### config.mk
export PLATFORM = sky130hd
export DESIGN_NAME = projector_setup_sequencer
export DESIGN_NICKNAME = d
export VERILOG_FILES = /design/src/rtl/projector_setup_sequencer.sv
export SDC_FILE = /design/constraint.sdc
export NUM_CORES = 1
export LEC_CHECK = 0
export CORE_MARGIN = 2
export CORE_UTILIZATION = 35
export CTS_CLUSTER_SIZE = 40
export DETAILED_ROUTE_END_ITERATION = 8
export DONT_BUFFER_PORTS = 1
export GPL_TIMING_DRIVEN = 0
export PLACE_DENSITY_LB_ADDON = 0.15
export SYNTH_ARGS = -nofsm -noshare
export SYNTH_HDL_FRONTEND = slang
export SYNTH_SLANG_ARGS = --single-unit
### constraint.sdc
create_clock -name clk -period 2.64 [get_ports clk]
set_input_delay 0.396 -clock clk [delete_from_list [all_inputs] [get_ports clk]]
set_output_delay 0.396 -clock clk [all_outputs]
set_load 0.02 [all_outputs]
### src/rtl/projector_setup_sequencer.sv
// ============================================================================
// Module      : projector_setup_sequencer
// Description : Power-up sequencer for the laser projector: power-on delay,
//               galvo homing, calibration rectangle trace, then setup_done.
//               Optional macro SETUP_CALIB_REPEAT_EN adds calib_exit so the
//               rectangle repeats until released.
// Revision    : 1.0 - initial release
// ============================================================================
`default_nettype none

module projector_setup_sequencer #(
    parameter int unsigned       SETUP_DELAY = 27000000,
    parameter int unsigned       SETTLE      = 2700,
    parameter int unsigned       DWELL       = 270000,
    parameter int                COORD_W     = 12,
    parameter logic [COORD_W-1:0] XMIN       = 12'h200,
    parameter logic [COORD_W-1:0] XMAX       = 12'hE00,
    parameter logic [COORD_W-1:0] YMIN       = 12'h200,
    parameter logic [COORD_W-1:0] YMAX       = 12'hE00
) (
    input  logic               clk,
    input  logic               reset,
    input  logic               restart,
    input  logic               dac_ready,
`ifdef SETUP_CALIB_REPEAT_EN
    input  logic               calib_exit,
`endif
    output logic [COORD_W-1:0] dac_x,
    output logic [COORD_W-1:0] dac_y,
    output logic               dac_valid,
    output logic               laser_en,
    output logic               setup_start,
    output logic               setup_done,
    output logic [2:0]         state_dbg
);

    typedef enum logic [2:0] {
        ST_POWER_DELAY = 3'd0,
        ST_HOME        = 3'd1,
        ST_HOME_WAIT   = 3'd2,
        ST_CALIB       = 3'd3,
        ST_CALIB_WAIT  = 3'd4,
        ST_READY       = 3'd5
    } state_t;

    // Last count value of each timed state; a zero parameter behaves as one.
    localparam logic [31:0] c_delay_last  = (SETUP_DELAY == 0) ? 32'd0 : 32'(SETUP_DELAY - 1);
    localparam logic [31:0] c_settle_last = (SETTLE == 0)      ? 32'd0 : 32'(SETTLE - 1);
    localparam logic [31:0] c_dwell_last  = (DWELL == 0)       ? 32'd0 : 32'(DWELL - 1);

    localparam logic [COORD_W:0]   c_sum_x  = {1'b0, XMIN} + {1'b0, XMAX};
    localparam logic [COORD_W:0]   c_sum_y  = {1'b0, YMIN} + {1'b0, YMAX};
    localparam logic [COORD_W-1:0] c_home_x = c_sum_x[COORD_W:1];
    localparam logic [COORD_W-1:0] c_home_y = c_sum_y[COORD_W:1];

    function automatic logic [2*COORD_W-1:0] corner_point(input logic [1:0] idx);
        case (idx)
            2'd0:    return {XMIN, YMIN};
            2'd1:    return {XMAX, YMIN};
            2'd2:    return {XMAX, YMAX};
            default: return {XMIN, YMAX};
        endcase
    endfunction

    state_t             r_state;
    logic [31:0]        r_count;
    logic [1:0]         r_idx;
    logic [COORD_W-1:0] r_dac_x;
    logic [COORD_W-1:0] r_dac_y;
    logic               r_dac_valid;
    logic               r_laser_en;
    logic               r_setup_start;
    logic               r_setup_done;

    state_t             w_state_next;
    logic [31:0]        w_count_next;
    logic [1:0]         w_idx_next;
    logic [COORD_W-1:0] w_dac_x_next;
    logic [COORD_W-1:0] w_dac_y_next;
    logic               w_dac_valid_next;
    logic               w_laser_en_next;
    logic               w_setup_start_next;
    logic               w_setup_done_next;

    logic               w_xfer;
    logic               w_calib_exit;
    logic [1:0]         w_idx_inc;

    assign w_xfer    = r_dac_valid & dac_ready;
    assign w_idx_inc = r_idx + 2'd1;

`ifdef SETUP_CALIB_REPEAT_EN
    assign w_calib_exit = calib_exit;
`else
    assign w_calib_exit = 1'b1;
`endif

    always_ff @(posedge clk or posedge reset) begin
        if (reset) begin
            r_state       <= ST_POWER_DELAY;
            r_count       <= 32'd0;
            r_idx         <= 2'd0;
            r_dac_x       <= '0;
            r_dac_y       <= '0;
            r_dac_valid   <= 1'b0;
            r_laser_en    <= 1'b0;
            r_setup_start <= 1'b0;
            r_setup_done  <= 1'b0;
        end else begin
            r_state       <= w_state_next;
            r_count       <= w_count_next;
            r_idx         <= w_idx_next;
            r_dac_x       <= w_dac_x_next;
            r_dac_y       <= w_dac_y_next;
            r_dac_valid   <= w_dac_valid_next;
            r_laser_en    <= w_laser_en_next;
            r_setup_start <= w_setup_start_next;
            r_setup_done  <= w_setup_done_next;
        end
    end

    always_comb begin
        w_state_next       = r_state;
        w_count_next       = r_count + 32'd1;
        w_idx_next         = r_idx;
        w_dac_x_next       = r_dac_x;
        w_dac_y_next       = r_dac_y;
        w_dac_valid_next   = r_dac_valid;
        w_laser_en_next    = r_laser_en;
        w_setup_start_next = 1'b0;
        w_setup_done_next  = r_setup_done;

        case (r_state)
            ST_POWER_DELAY: begin
                if (r_count == c_delay_last) begin
                    w_state_next       = ST_HOME;
                    w_count_next       = 32'd0;
                    w_dac_x_next       = c_home_x;
                    w_dac_y_next       = c_home_y;
                    w_dac_valid_next   = 1'b1;
                    w_setup_start_next = 1'b1;
                end
            end
            ST_HOME: begin
                w_count_next = 32'd0;
                if (w_xfer) begin
                    w_state_next     = ST_HOME_WAIT;
                    w_dac_valid_next = 1'b0;
                end
            end
            ST_HOME_WAIT: begin
                if (r_count == c_settle_last) begin
                    w_state_next                 = ST_CALIB;
                    w_count_next                 = 32'd0;
                    w_idx_next                   = 2'd0;
                    {w_dac_x_next, w_dac_y_next} = corner_point(2'd0);
                    w_dac_valid_next             = 1'b1;
                end
            end
            ST_CALIB: begin
                w_count_next = 32'd0;
                if (w_xfer) begin
                    w_state_next     = ST_CALIB_WAIT;
                    w_dac_valid_next = 1'b0;
                    w_laser_en_next  = 1'b1;
                end
            end
            ST_CALIB_WAIT: begin
                if (r_count == c_dwell_last) begin
                    w_count_next = 32'd0;
                    if (r_idx == 2'd3 && w_calib_exit) begin
                        w_state_next      = ST_READY;
                        w_laser_en_next   = 1'b0;
                        w_setup_done_next = 1'b1;
                    end else begin
                        // idx 3 wraps to corner 0 when repeating
                        w_state_next                 = ST_CALIB;
                        w_idx_next                   = w_idx_inc;
                        {w_dac_x_next, w_dac_y_next} = corner_point(w_idx_inc);
                        w_dac_valid_next             = 1'b1;
                    end
                end
            end
            ST_READY: begin
                w_count_next      = 32'd0;
                w_dac_valid_next  = 1'b0;
                w_laser_en_next   = 1'b0;
                w_setup_done_next = 1'b1;
            end
            default: begin
                w_state_next = ST_POWER_DELAY;
                w_count_next = 32'd0;
            end
        endcase

        // Restart abandons any pending point, even one the DAC takes this cycle.
        if (restart) begin
            w_state_next       = ST_POWER_DELAY;
            w_count_next       = 32'd0;
            w_idx_next         = 2'd0;
            w_dac_x_next       = '0;
            w_dac_y_next       = '0;
            w_dac_valid_next   = 1'b0;
            w_laser_en_next    = 1'b0;
            w_setup_start_next = 1'b0;
            w_setup_done_next  = 1'b0;
        end
    end

    assign dac_x       = r_dac_x;
    assign dac_y       = r_dac_y;
    assign dac_valid   = r_dac_valid;
    assign laser_en    = r_laser_en;
    assign setup_start = r_setup_start;
    assign setup_done  = r_setup_done;
    assign state_dbg   = r_state;

endmodule

`default_nettype wire

==> results of run 1 <==
worst max-delay path: stages (launching register included):
cell and delay [ns]:
dfrtp_1 0.44, nor4b_1 0.46, nand4_1 0.19, a32oi_1 0.33, o211a_1 0.20, buf_4 0.18
o21a_4 0.19, mux2_1 0.33
state kept, by name (all words and copies together) (netlist names):
name         count
dac_valid        1
dac_x            3
dac_y            2
laser_en         1
r_count         32
r_idx            2
setup_done       1
setup_start      1
state_dbg        3
per-layer routing:
layer / part of all wire, % / up-vias
met1: 47 / 933
li1: - / 958
met3: 3.7 / 4
met4: 0.87 / 0
met2: 48 / 34
met5: 0 / -
metrics by stage:
stage               power, W  setup WS [ns]
floorplan            0.00136          0.568
global placement     0.00149          0.234
detailed placement   0.00149          0.223
CTS                  0.00203          0.199
global route         0.00212        0.00825
finish               0.00200          0.204
layout make-up:
type	instances	area, µm²	area share, %
flip-flops and latches	46	1150	39.5
clock inverters	1	30.0	1.03
inverters	7	26.3	0.901
repair buffers	2	30.0	1.03
clock buffers	7	76.3	2.62
plain buffers	29	199	6.82
well taps	99	124	4.25
multi-input cells	210	1280	43.9
worst min path at each step:
stage,end,slack [ns]
final,dac_y[10],0.33
after global routing,laser_en,0.34
after CTS,dac_y[10],0.33
after detailed placement,r_count[30],0.28
after global placement,r_count[0],0.48
after floorplan,r_count[0],0.46
power by group through the flow:
stage          clock network [W]  logic, W  registers [W]
5_1_grt                 0.000564  0.000672       0.000885
3_5_place_dp                   0  0.000602       0.000891
4_1_cts                 0.000544  0.000609       0.000876
6_report                0.000521  0.000600       0.000875
3_3_place_gp                   0  0.000607       0.000887
2_1_floorplan                  0  0.000482       0.000874
synth_stat cells, drive strengths merged:
master and number:
a2111oi 1, a211o 1, a211oi 1, a21oi 7
a22oi 2, a31o 1, a32o 1, a32oi 1
a41oi 1, and2 2, and2b 1, and3 5
and4 6, buf 26, clkbuf 3, conb 1
dfrtp 46, ha 2, inv 7, mux2 5
mux2i 1, nand2 21, nand2b 1, nand3 13
nand4 7, nor2 48, nor2b 5, nor3 5
nor3b 1, nor4 7, nor4b 2, o211a 1
o211ai 1, o21a 3, o21ai 3, o21ba 1
o2bb2ai 1, o41ai 2, or3 3, xnor2 9
xor2 20
placed cells by master (no fill, tap or decap), drive strengths merged, types with 2 or more instances in the layout:
cell type,netlist,layout
a21oi,7,7
a22oi,2,2
and2,2,2
and3,5,5
and4,6,6
buf,26,27
clkbuf,3,10
conb,1,18
dfrtp,46,46
ha,2,2
inv,7,7
mux2,5,5
nand2,21,21
nand3,13,13
nand4,7,7
nor2,48,48
nor2b,5,5
nor3,5,5
nor4,7,7
nor4b,2,2
o21a,3,3
o21ai,3,3
o41ai,2,2
or3,3,3
xnor2,9,9
xor2,20,20
kinds of logic (layout without fill, tap and decap cells):
family,count (synthesis),after routing,synth area share [%]
AND/OR/NAND/NOR,127,127,25.0
flip-flops,46,46,44.4
buffers and inverters,36,46,8.69
XOR/XNOR,29,29,9.80
AO/OA/AOI/OAI,28,28,8.40
multiplexers,6,6,2.56
adder cells (fa/ha/maj),2,2,0.965
other,1,18,0.145
==> flow_summary.ini, run 1 <==
[clock_network]
clock_latency_ns = 0.30
cts.clk_slew.worst_paths_ns = 0.08
hold_buffers = 1
htree_levels = 2
clk_path_buf_depth = 2
cts_sinks = 46
cts.repair.resized = 0
ctsRootBufferMaster = clkbuf_8
cts_tree = done
post_cts_buffers = 0
numCtsBuffers = 5

[drt]
drtIter0Drc = 100
dr_total_vias = 1929
drt.antenna.violating_nets = 0
via_per_inst = 4.81
wl_per_cell_um = 13.5
wirelength_mm = 5.39
drcViolationCount = 0
firstDrtPassIters = 4

[sta]
fin_tns_setup_ns = 0
rsz0062_at_grt = no
tightest_slew_ns = 0.954
whs_ns = 0.333
skew_ns = 0.00575
period_share_pct = 92.3
max_freq_mhz = 410
hold_viol_final = 0
relSlewSlack_pct = 34.8
slew_violations = 0
setup_violations = 0
min_period_ns = 2.44

[logic_synthesis]
avgSynthCellArea_um2 = 9.43
yosysUniqueCellTypes = 49
synth_top_area_share_pct = 44.4
ys_ff_latch = 46
ys_warn_count = 0
ys_top_cells_by_area = dfrtp_1 44%, nor2_1 6.9%, xor2_1 6.8%
ys_seq_area_share_pct = 44.4
syn_area_um2 = 2590
synth_top_area_cell = dfrtp_1
netlist_instances = 275

[finish]
drive_gt1_share_pct = 14.6
stdcell_count = 401
antennaDiodeCount = 0
utilization_pct = 40.4
final_cell_area_um2 = 2920
n_fill_cell = 728
num-nets-final = 307
area_delta_synth_final_pct = 12.5

[job]
cap_violations = 0

[global_routing]
grt_max_degree = 31
overflow = 0
use_met2_pct = 23.2
grt_use_met3_pct = 3.10
grtUsageTotal_pct = 14.1
grt_pass1_vias = 1893
use_met1_pct = 18.3
grt_pass1_wl_mm = 9.27
antenna_found_initial = 0
top_usage_layer = met2

[floorplanning]
die_h_um = 90.1
rows = 31
fp.dieArea_um2 = 8110
initial_core_util_pct = 35.9
io-pin-count = 35
chipWidth_um = 90.1
coreArea_um2 = 7210

[worst_setup_path]
critPathCaptureType = flop
rr_startpoint = r_count[18]
cp-endpoint = dac_x[11]
crit_path_start_kind = flop
required_ns = 2.83
rrSetupSlack_ns = 0.20
cp_max_fo = 10
r2r_cells = 7
startpoint = r_count[18]
path_class = reg2reg
arrival_ns = 2.62
reg2reg_to = dac_x[11]

[worst_hold_path]
hold_path.class = in2reg
hold-path-cell-count = 3
hp-start = restart

[power]
netSwitchingFraction_pct = 36.0
powerDensity_nw_per_um2 = 684
power.switching_w = 0.000719
leakage_nw = 1.32
combPwrFrac_pct = 30.1
clockPowerShare_pct = 26.1
ir_drop_mv = 0.210
intPower_w = 0.00128
p_seq_share_pct = 43.8

[run_status]
outcome = finished clean

[place]
dpl_cell_area_um2 = 2800
post-dp-hpwl_mm = 3.89
dpl.cell_count = 392
numPortBuffers = 0
place.gp.congestion = 0.790
Note: power is estimated with default switching activity, not from simulation.
==> run 2, diff against run 1 <==
==> constraint.sdc (replaced) <==
create_clock -name clk -period 2.64 [get_ports clk]
set_input_delay 0.396 -clock clk [delete_from_list [all_inputs] [get_ports clk]]
set_output_delay 0.396 -clock clk [all_outputs]
set_load 0.05 [all_outputs]
==> run 2 against run 1 <==
Against the previous run:
- register-to-register slack got worse by 0.02 ns
- cell count stayed put
- utilization rose by 0.10 points
- flip-flop and latch count unchanged
- critical path type unchanged
- global-route usage is the same
==> flow_summary.ini, run 2 (synthesis results as in run 1) <==
[worst_setup_path]
arrival_ns = 2.65
path_class = reg2reg
reg2reg_to = state_dbg[1]
r2r_cells = 5
rrSetupSlack_ns = 0.18
crit_path_start_kind = flop
cp_max_fo = 10
rr_startpoint = state_dbg[0]
required_ns = 2.83
critPathCaptureType = flop

[floorplanning]
chipWidth_um = 90.1
io-pin-count = 35
rows = 31
fp.dieArea_um2 = 8110
die_h_um = 90.1
initial_core_util_pct = 35.9
coreArea_um2 = 7210

[clock_network]
cts_sinks = 46
clk_path_buf_depth = 2
cts.clk_slew.worst_paths_ns = 0.09
clock_latency_ns = 0.30
ctsRootBufferMaster = clkbuf_8
cts_tree = done
htree_levels = 2
numCtsBuffers = 5

[global_routing]
grt_pass1_wl_mm = 9.27
grt_max_degree = 31
antenna_found_initial = 0
grt_pass1_vias = 1893
overflow = 0
grtUsageTotal_pct = 14.1

[run_status]
outcome = finished clean

[sta]
hold_viol_final = 0
relSlewSlack_pct = 35.3
whs_ns = 0.299
period_share_pct = 93.0
tightest_slew_ns = 0.946
fin_tns_setup_ns = 0
max_freq_mhz = 407
setup_violations = 0
slew_violations = 0
skew_ns = 0.00602
min_period_ns = 2.46
rsz0062_at_grt = no

[drt]
firstDrtPassIters = 4
dr_total_vias = 1929
drtIter0Drc = 107
drcViolationCount = 0
via_per_inst = 4.81
wl_per_cell_um = 13.4
drt.antenna.violating_nets = 0
wirelength_mm = 5.38

[finish]
regMostFlops = r_count
largest_register_ffs = 32
num-nets-final = 307
final_common_cell = nor2_1
drive_gt1_share_pct = 15.6
n_fill_cell = 727
utilization_pct = 40.5
final_cell_mix = 48 x nor2_1, 44 x dfrtp_1, 22 x buf_4
area_delta_synth_final_pct = 12.8
antennaDiodeCount = 0

[power]
leakage_nw = 1.31
ir_drop_mv = 0.210
powerDensity_nw_per_um2 = 734

[place]
post-dp-hpwl_mm = 3.89
place.gp.congestion = 0.790
numPortBuffers = 0

[worst_hold_path]
hold_path.class = in2reg
hold-path-cell-count = 3
hp-start = restart
min_to = dac_y[10]

[job]
cap_violations = 0
[run 2: how the worst max path moves through the flow]
stage	from	to	slack, ns	cells past startpoint
CTS	state_dbg[1]	dac_x[11]	0.02	8
finish	state_dbg[0]	state_dbg[1]	0.18	5
detailed placement	state_dbg[1]	dac_x[11]	0.06	8
global placement	state_dbg[1]	dac_x[9]	0.06	8
global route	r_count[0]	dac_x[11]	0.008	8
floorplan	state_dbg[1]	dac_x[10]	0.39	8
[run 2: through the flow]
stage               cells  power, W  cell area [µm²]  setup WS, ns
floorplan             292   0.00151             2660         0.392
global placement      391   0.00165             2780        0.0623
detailed placement    392   0.00165             2800        0.0571
CTS                   401   0.00218             2920        0.0174
global route          401   0.00228             2920       0.00825
finish                401   0.00215             2920         0.185
[run 2: where the power goes]
part	switching (W)	internal [W]
logic	0.000417	0.000230
registers	0.000218	0.000763
clock network	0.000236	0.000284
[run 2: layout make-up]
type	count	area [µm²]	share of cell area, %
tap	99	124	4.24
inverter	7	26.3	0.899
clock buffer	7	76.3	2.61
timing repair buffer	2	30.0	1.03
sequential	46	1150	39.5
buffer	29	199	6.80
clock inverter	1	30.0	1.03
multi-input combinational	210	1280	43.9
[run 2: worst max-delay path, stage by stage (launching register included)]
cell,delay [ns]
dfrtp_1,0.71
buf_4,0.27
inv_1,0.09
a2111oi_0,0.74
and2b_1,0.27
mux2_2,0.27
[run 2: per-layer routing]
layer | vias up | part of all wire, % | track usage (%)
met5 | - | 0 | 0
met4 | 0 | 0.89 | 5.13
met3 | 5 | 3.6 | 3.10
met2 | 37 | 48 | 23.2
met1 | 929 | 47 | 18.3
li1 | 958 | - | -
[run 2: repair_timing]
item	4_1_cts	5_1_grt
setup buffers	0	0
hold buffers	1	0
endpoints found under the hold margin	16	0
resized for setup	0	3
endpoints found under the setup margin	0	6
